===== src/rtl/riscv_pkg.sv =====
// Shared decode definitions: opcode constants, skid-buffer state enum, decoded-entry struct.
// Latency: n/a (types and constants only).
// Backpressure: n/a.
package riscv_pkg;

    localparam logic [6:0] OP_R   = 7'b0110011;
    localparam logic [6:0] OP_I   = 7'b0010011;
    localparam logic [6:0] OP_L   = 7'b0000011;
    localparam logic [6:0] OP_S   = 7'b0100011;
    localparam logic [6:0] OP_B   = 7'b1100011;
    localparam logic [6:0] OP_J   = 7'b1101111;
    localparam logic [6:0] OP_JR  = 7'b1100111;
    localparam logic [6:0] OP_LUI = 7'b0110111;
    localparam logic [6:0] OP_AUI = 7'b0010111;

    // The entry carries the PC at the widest supported datapath; narrower
    // instances zero-extend on the way in and truncate on the way out.
    localparam int PC_W = 64;

    typedef enum logic [1:0] {
        EMPTY = 2'd0,
        ONE   = 2'd1,
        TWO   = 2'd2
    } buf_state_t;

    typedef struct packed {
        logic R;
        logic I;
        logic L;
        logic S;
        logic B;
        logic J;
        logic Jr;
        logic lui;
        logic aui;
        logic illegal;
    } type_flags_t;

    typedef struct packed {
        type_flags_t       flags;
        logic [4:0]        rd;
        logic [4:0]        rs1;
        logic [4:0]        rs2;
        logic [2:0]        func3;
        logic [6:0]        func7;
        logic [PC_W-1:0]   pc;
    } entry_t;

endpackage


===== src/rtl/opcode_classify.sv =====
// Maps a 7-bit major opcode onto one-hot type flags, with illegal for anything unrecognised.
// Latency: purely combinational.
// Backpressure: none; no state.
module opcode_classify
    import riscv_pkg::*;
(
    input  logic [6:0] opcode,
    output logic [9:0] flags
);

    type_flags_t f;

    // Exactly one flag is raised for every opcode value, so the output is always one-hot.
    always_comb begin
        f = '0;
        case (opcode)
            OP_R:    f.R       = 1'b1;
            OP_I:    f.I       = 1'b1;
            OP_L:    f.L       = 1'b1;
            OP_S:    f.S       = 1'b1;
            OP_B:    f.B       = 1'b1;
            OP_J:    f.J       = 1'b1;
            OP_JR:   f.Jr      = 1'b1;
            OP_LUI:  f.lui     = 1'b1;
            OP_AUI:  f.aui     = 1'b1;
            default: f.illegal = 1'b1;
        endcase
    end

    assign flags = f;

endmodule


===== src/rtl/inst_type_decode.sv =====
// Classifies incoming instructions and buffers the decoded entries in a 2-deep skid buffer.
// Latency: 1 cycle from accept to outValid when empty; full rate while outReady is high.
// Backpressure: instReady drops only when both registers are full, from registered state alone.
module inst_type_decode
    import riscv_pkg::*;
#(
    parameter int XLEN = 32
) (
    input  logic            clk,
    input  logic            rst,
    input  logic            instValid,
    output logic            instReady,
    input  logic [XLEN-1:0] inst,
    input  logic [XLEN-1:0] pcIn,
    input  logic            flush,
    output logic            outValid,
    input  logic            outReady,
    output logic            R,
    output logic            I,
    output logic            L,
    output logic            S,
    output logic            B,
    output logic            J,
    output logic            Jr,
    output logic            lui,
    output logic            aui,
    output logic            illegal,
    output logic [4:0]      rd,
    output logic [4:0]      rs1,
    output logic [4:0]      rs2,
    output logic [2:0]      func3,
    output logic [6:0]      func7,
    output logic [XLEN-1:0] pcOut
);

    buf_state_t  state_q;
    buf_state_t  state_d;
    entry_t      in_ent;
    entry_t      out_q;
    entry_t      skid_q;
    logic [9:0]  in_flags;
    logic        accept;
    logic        pop;
    logic        load_out;
    logic        load_skid;
    logic        move_skid;
    logic        unused_bits;

    opcode_classify u_classify (
        .opcode (inst[6:0]),
        .flags  (in_flags)
    );

    // Fields are taken verbatim for every opcode; consumers ignore what they do not need.
    assign in_ent.flags = in_flags;
    assign in_ent.rd    = inst[11:7];
    assign in_ent.rs1   = inst[19:15];
    assign in_ent.rs2   = inst[24:20];
    assign in_ent.func3 = inst[14:12];
    assign in_ent.func7 = inst[31:25];
    assign in_ent.pc    = PC_W'(pcIn);

    assign instReady = (state_q != TWO);
    assign outValid  = (state_q != EMPTY);

    // A flush cycle neither accepts nor consumes, so nothing offered alongside it survives.
    assign accept = instValid && instReady && !flush;
    assign pop    = outValid && outReady && !flush;

    // State register; reset outranks flush, which is folded into the next-state logic.
    always_ff @(posedge clk) begin
        if (rst) begin
            state_q <= EMPTY;
        end else begin
            state_q <= state_d;
        end
    end

    // Next state and register-load strobes.
    always_comb begin
        state_d   = state_q;
        load_out  = 1'b0;
        load_skid = 1'b0;
        move_skid = 1'b0;
        if (flush) begin
            state_d = EMPTY;
        end else begin
            case (state_q)
                EMPTY: begin
                    if (accept) begin
                        state_d  = ONE;
                        load_out = 1'b1;
                    end
                end
                ONE: begin
                    if (accept && pop) begin
                        load_out = 1'b1;
                    end else if (accept) begin
                        state_d   = TWO;
                        load_skid = 1'b1;
                    end else if (pop) begin
                        state_d = EMPTY;
                    end
                end
                TWO: begin
                    if (pop) begin
                        state_d   = ONE;
                        move_skid = 1'b1;
                    end
                end
                default: state_d = EMPTY;
            endcase
        end
    end

    // Entry storage: the output register only changes on load or skid promotion, so a stalled entry holds still.
    always_ff @(posedge clk) begin
        if (rst) begin
            out_q  <= '0;
            skid_q <= '0;
        end else begin
            if (load_out) begin
                out_q <= in_ent;
            end else if (move_skid) begin
                out_q <= skid_q;
            end
            if (load_skid) begin
                skid_q <= in_ent;
            end
        end
    end

    assign R       = out_q.flags.R;
    assign I       = out_q.flags.I;
    assign L       = out_q.flags.L;
    assign S       = out_q.flags.S;
    assign B       = out_q.flags.B;
    assign J       = out_q.flags.J;
    assign Jr      = out_q.flags.Jr;
    assign lui     = out_q.flags.lui;
    assign aui     = out_q.flags.aui;
    assign illegal = out_q.flags.illegal;
    assign rd      = out_q.rd;
    assign rs1     = out_q.rs1;
    assign rs2     = out_q.rs2;
    assign func3   = out_q.func3;
    assign func7   = out_q.func7;
    assign pcOut   = out_q.pc[XLEN-1:0];

    // Upper PC bits beyond XLEN and instruction bits beyond 32 are carried but never observed.
    assign unused_bits = ^{out_q.pc, inst};

endmodule

===== config.mk =====
export PLATFORM = sky130hd
export DESIGN_NAME = inst_type_decode
export DESIGN_NICKNAME = d
export VERILOG_FILES = /design/src/rtl/riscv_pkg.sv /design/src/rtl/opcode_classify.sv /design/src/rtl/inst_type_decode.sv
export SDC_FILE = /design/constraint.sdc
export NUM_CORES = 1
export LEC_CHECK = 0
export BUFFER_PORTS_ARGS = -buffer_cell sky130_fd_sc_hd__buf_2
export CAP_MARGIN = 20
export CORE_UTILIZATION = 47
export DETAILED_ROUTE_END_ITERATION = 10
export PLACE_DENSITY = 0.75
export SYNTH_ARGS = -nofsm -noshare
export SYNTH_HDL_FRONTEND = slang
export SYNTH_SLANG_ARGS = --single-unit

===== constraint.sdc =====
create_clock -name clk -period 1.4 [get_ports clk]
set_input_delay 0.14 -clock clk [delete_from_list [all_inputs] [get_ports clk]]
set_output_delay 0.14 -clock clk [all_outputs]
set_load 0.01 [all_outputs]

[Yosys cells after proc, flatten, opt, wreduce, memory -nomap -nowiden]
Index checks and enable logic that the tools add are counted.
Storage, ports and cells
  flip-flop bits (word level): 136
  logic and storage cells: 89
Operators by class
  reduce and logical (&&, ||, !) cells: 12
  equal/unequal tests: 16
  muxes and demuxes: 28
Operators by type and width (number)
  $mux W99: 2
  $eq A7 B6 Y1 const B: 3
  $eq A7 B7 Y1 const B: 3
  $mux W1: 19
  $eq A7 B5 Y1 const B: 2
  $mux W2: 5
  $reduce_or A9 Y1: 1
  $ne A2 B2 Y1 const B: 4
  $eq A7 B2 Y1 const B: 1
  $pmux W2 S3: 1
  $logic_and A1 B1 Y1: 5
  $reduce_and A4 Y1: 1
  $reduce_bool A2 Y1: 2
  $ne A3 B3 Y1 const B: 1
  $eq A2 B1 Y1 const B: 1
  $eq A2 B2 Y1 const B: 1
  $logic_not A2 Y1: 1
  $pmux W1 S2: 1
  $reduce_or A2 Y1: 1
  $logic_not A1 Y1: 1

[Logic depth before layout (Yosys ltp)]
  word-level depth: 8
  mapped depth: 6

[By module]
A second synthesis with hierarchy kept.
Unflattened totals
  cell total of the unflattened synthesis: 725
  area total of the unflattened synthesis: 5914.4 µm²
By module, submodules not included
  inst_type_decode: cells an instance 704, instances 1, area an instance 5783.0 µm²
  opcode_classify: cells an instance 21, instances 1, area an instance 131.4 µm²

[Worst setup path before layout]
OpenSTA, ideal clock, no wires.
  path type: register -> register
  start point: register state_q[0]
  end point: register out_q (netlist bit B)
  data required time: 1.278 ns
  setup slack: -0.025 ns
  buffers on the path: 1
  clock period less this slack: 1.425 ns
  arrival: 1.303 ns
  cell stages (with the launch flop): 5
  path through: dfxtp_1 > nor4bb_4 > buf_4 > nor3_2 > a221o_1
Between the ends
  longest elaborated chain between the ends: 8
RTL lines
  from (decl): RTL line inst_type_decode.sv:36  | buf_state_t state_q;
  from (signal assigned): RTL line inst_type_decode.sv:75  | state_q <= state_d;
  $ne A2 B2 Y1 or $reduce_bool A2 Y1 (tied branches): RTL line inst_type_decode.sv:63, inst_type_decode.sv:64
  $logic_and A1 B1 Y1, on equally long branches (2 in a row): RTL line inst_type_decode.sv:67, inst_type_decode.sv:68
  $logic_and A1 B1 Y1: RTL line inst_type_decode.sv:96  | if (accept && pop) begin
  $mux W1: RTL line inst_type_decode.sv:96
  $pmux W1 S2: RTL line inst_type_decode.sv:88  | case (state_q)
  $mux W1: RTL line inst_type_decode.sv:85  | if (flush) begin
  $mux W99 or $reduce_bool A2 Y1 (tied branches)
  to (signal assigned): RTL line inst_type_decode.sv:123  | out_q <= in_ent;
  to (signal assigned): RTL line inst_type_decode.sv:125  | out_q <= skid_q;
  to (decl): RTL line inst_type_decode.sv:39  | entry_t out_q;
Several ways; a longest one is shown, not always the timed one.
A chain may end at the register's enable or synchronous reset.

[Worst setup path in the final report]
  start point: register state_q[1]
  end point: register out_q (netlist bit pcOut[23])
Same word-level chain as after synthesis.

==> out/results.ini <==
[route]
dr.pass1.iters = 6
wl_per_cell_um = 20.95
vias = 6171
drc = 0
drt_wl_total_mm = 21.34
postRouteAntennaNets = 0
viasPerCell = 6.056
drt_iter0_markers = 731

[run]
drv_cap = 0

[synthesis]
synthesis.area_um2 = 5234
ys_warn_count = 0
ys_types = 35
synthCells = 625
ys_ff_latch = 136
synth_seq_area_share_pct = 52.02
synth_nets = 694
netlist.area_leader.share_pct = 52.02
postSynthAreaPerCell_um2 = 8.374
synth_top_area_cell = dfxtp_1
ys_top_cells_by_area = dfxtp_1 52%, nand2_1 14%, a21oi_1 12%, a22oi_1 8.3%, buf_2 2.5%

[worst_setup_path]
end_kind = register
critPathMaxFanout = 6
crit_arrival_ns = 2.12
crit_type = reg -> reg
r2r_slack_ns = -0.29
crit_start = state_q[1]
worstSetupStartpointType = register
r2r_end = pcOut[23]
rr_worst_depth = 7
worstPathRequired_ns = 1.83
r2r-start = state_q[1]

[timing]
relSlewSlack_pct = 63.57
worst_pin_slew_ns = 0.5423
period_share_pct = 121.0
hold_viol = 0
period_minus_slack_ns = 1.695
setup_viol = 137
hold_ws_ns = 0.03421
finalMaxSlewViolations = 0
setup-tns-final_ns = -21.33
rsz0062_at_grt = true
skew_ns = 0.006331
worst_slack_ns = -0.2946
max_freq_ghz = 0.5901

[pwr]
p_leak_nw = 3.502
ir_drop_mv = 0.8519
p_per_area_nw_per_um2 = 1135

[worst_hold_path]
whs_path_depth = 4
min_path_type = in -> reg
whs_endpoint = skid_q[92]
min_from = inst[3]

[grt]
met2_usage_pct = 49.54
grt_busiest_layer = met2
grt_pass1_vias = 5641
grt_pass1_wl_mm = 27.20
grt_util_met1_pct = 35.93
grt_max_degree = 84
grt_use_met3_pct = 7.990
grt_usage_pct = 30.61
grt_overflow = 0
antenna_found_initial = 1

[outcome]
status = finished, violations left
failed_checks = negative setup slack

[floorplanning]
fp.dieH_um = 107.5
start_util_pct = 48.28
rows = 38
num_io_pins = 138
dieArea_um2 = 11560
design.core.area_um2 = 10840
die_w_um = 107.5

[layout]
final_nets = 935
drive_gt1_share_pct = 41.12
syn2layout_area_growth_pct = 65.62
fin_util_pct = 79.96
nFillCells = 577
layout_commonest_cell = buf_2
layout_common_cells = 135 x buf_2, 134 x dfxtp_1, 127 x nand2_1, 92 x a21oi_1, 59 x dlygate4sd3_1

[place]
place.gp.congestion = 0.8119
hpwl_mm = 9.271
portBuffers = 137

[clocking]
clock-sinks = 136
clkTransAtPathRegs_ns = 0.06
clockRootBuffer = clkbuf_8
cts_tree = yes
clk_path_buf_depth = 2
htreeDepth = 4
insertion_delay_ns = 0.53
cts_inserted_buffers = 17

-- cells in the mapped netlist (all sizes together) --
| cell | number |
|---|---|
| and2b | 2 |
| a21oi | 125 |
| clkbuf | 15 |
| or4 | 1 |
| nand2b | 6 |
| a211oi | 3 |
| o21ai | 1 |
| or2 | 2 |
| o22ai | 1 |
| nor3 | 6 |
| nor4b | 1 |
| a22oi | 58 |
| buf | 34 |
| a221oi | 1 |
| nand3 | 3 |
| nand4 | 1 |
| a221o | 5 |
| nand2 | 190 |
| nor2b | 1 |
| dfxtp | 136 |
| nand4bb | 1 |
| nand4b | 1 |
| o21a | 1 |
| or3 | 12 |
| nor2 | 6 |
| inv | 4 |
| mux2i | 1 |
| nor4bb | 2 |
| a31oi | 4 |
| and2 | 1 |
-- sequential cells by signal (all words and copies together), names as in the netlist, 2 cells and up --
signal / count
pcOut: 32
skid_q: 67
rd: 5
rs2: 5
rs1: 5
state_q: 2
func7: 7
func3: 3
-- area by class of cell --
| class | count | area [µm²] | share of cell area, % |
|---|---|---|---|
| repair buffers | 270 | 2357 | 27.19 |
| multi-input cells | 437 | 2788 | 32.16 |
| flip-flops and latches | 136 | 2730 | 31.50 |
| diodes | 1 | 2.502 | 0.02887 |
| inverters | 4 | 15.01 | 0.1732 |
| clock buffers | 22 | 452.9 | 5.225 |
| clock inverters | 9 | 147.6 | 1.703 |
| well taps | 140 | 175.2 | 2.021 |
-- logic make-up after synthesis --
logic type,share of synthesized area (%)
and+or+nand+nor,19.84
DFF,52.02
buffers and inverters,4.996
AOI/OAI and AO/OA,22.95
muxes,0.1913
-- per-layer routing --
layer	share of wire [%]	vias to the layer above
met5	0	-
met2	48	488
li1	-	2663
met1	37	2889
met4	6.1	0
met3	8.7	131
-- metrics by stage --
step,cell area (µm²),power [mW],cells,setup WS [ns]
floorplan,5236,4.425,625,0.01415
global placement,6265,4.754,893,-0.09082
detailed placement,6265,4.771,893,-0.1525
CTS,7968,9.544,1007,-0.1236
global route,8668,10.07,1019,-0.3200
finish,8668,9.837,1019,-0.2946
-- worst max path at each step --
stage                  to  slack (ns)  depth (start not counted)
2_1_floorplan           B        0.01                          4
3_3_place_gp   skid_q[25]       -0.09                          6
3_5_place_dp   skid_q[68]       -0.15                          6
4_1_cts         pcOut[10]       -0.12                          8
5_1_grt         pcOut[23]       -0.32                          7
6_report        pcOut[23]       -0.29                          7
-- what timing repair did --
| item | CTS | global route |
|---|---|---|
| gates cloned | 7 | 11 |
| setup buffers | 18 | 2 |
| pin swaps | 21 | 72 |
| gates resized for setup | 56 | 138 |
| endpoints found under the hold margin | 123 | 0 |
| setup endpoints to repair | 136 | 138 |
| hold buffers | 59 | 0 |
-- critical path, cell delays in order, from the launching register on --
cell       delay [ns]
dfxtp_4          0.37
nor4bb_4         0.16
buf_4            0.16
a31oi_4          0.22
buf_8            0.20
clkbuf_16        0.17
nand2_4          0.04
a21oi_1          0.25
-- where the power goes --
group | internal, mW | switching [mW] | total (mW) | leakage (nW)
clock | 2.97 | 1.67 | 4.64 | 0.295
combinational | 0.559 | 0.594 | 1.15 | 2.10
sequential | 3.97 | 0.0779 | 4.04 | 1.10
No activity file was read; power rests on OpenSTA's default activity.
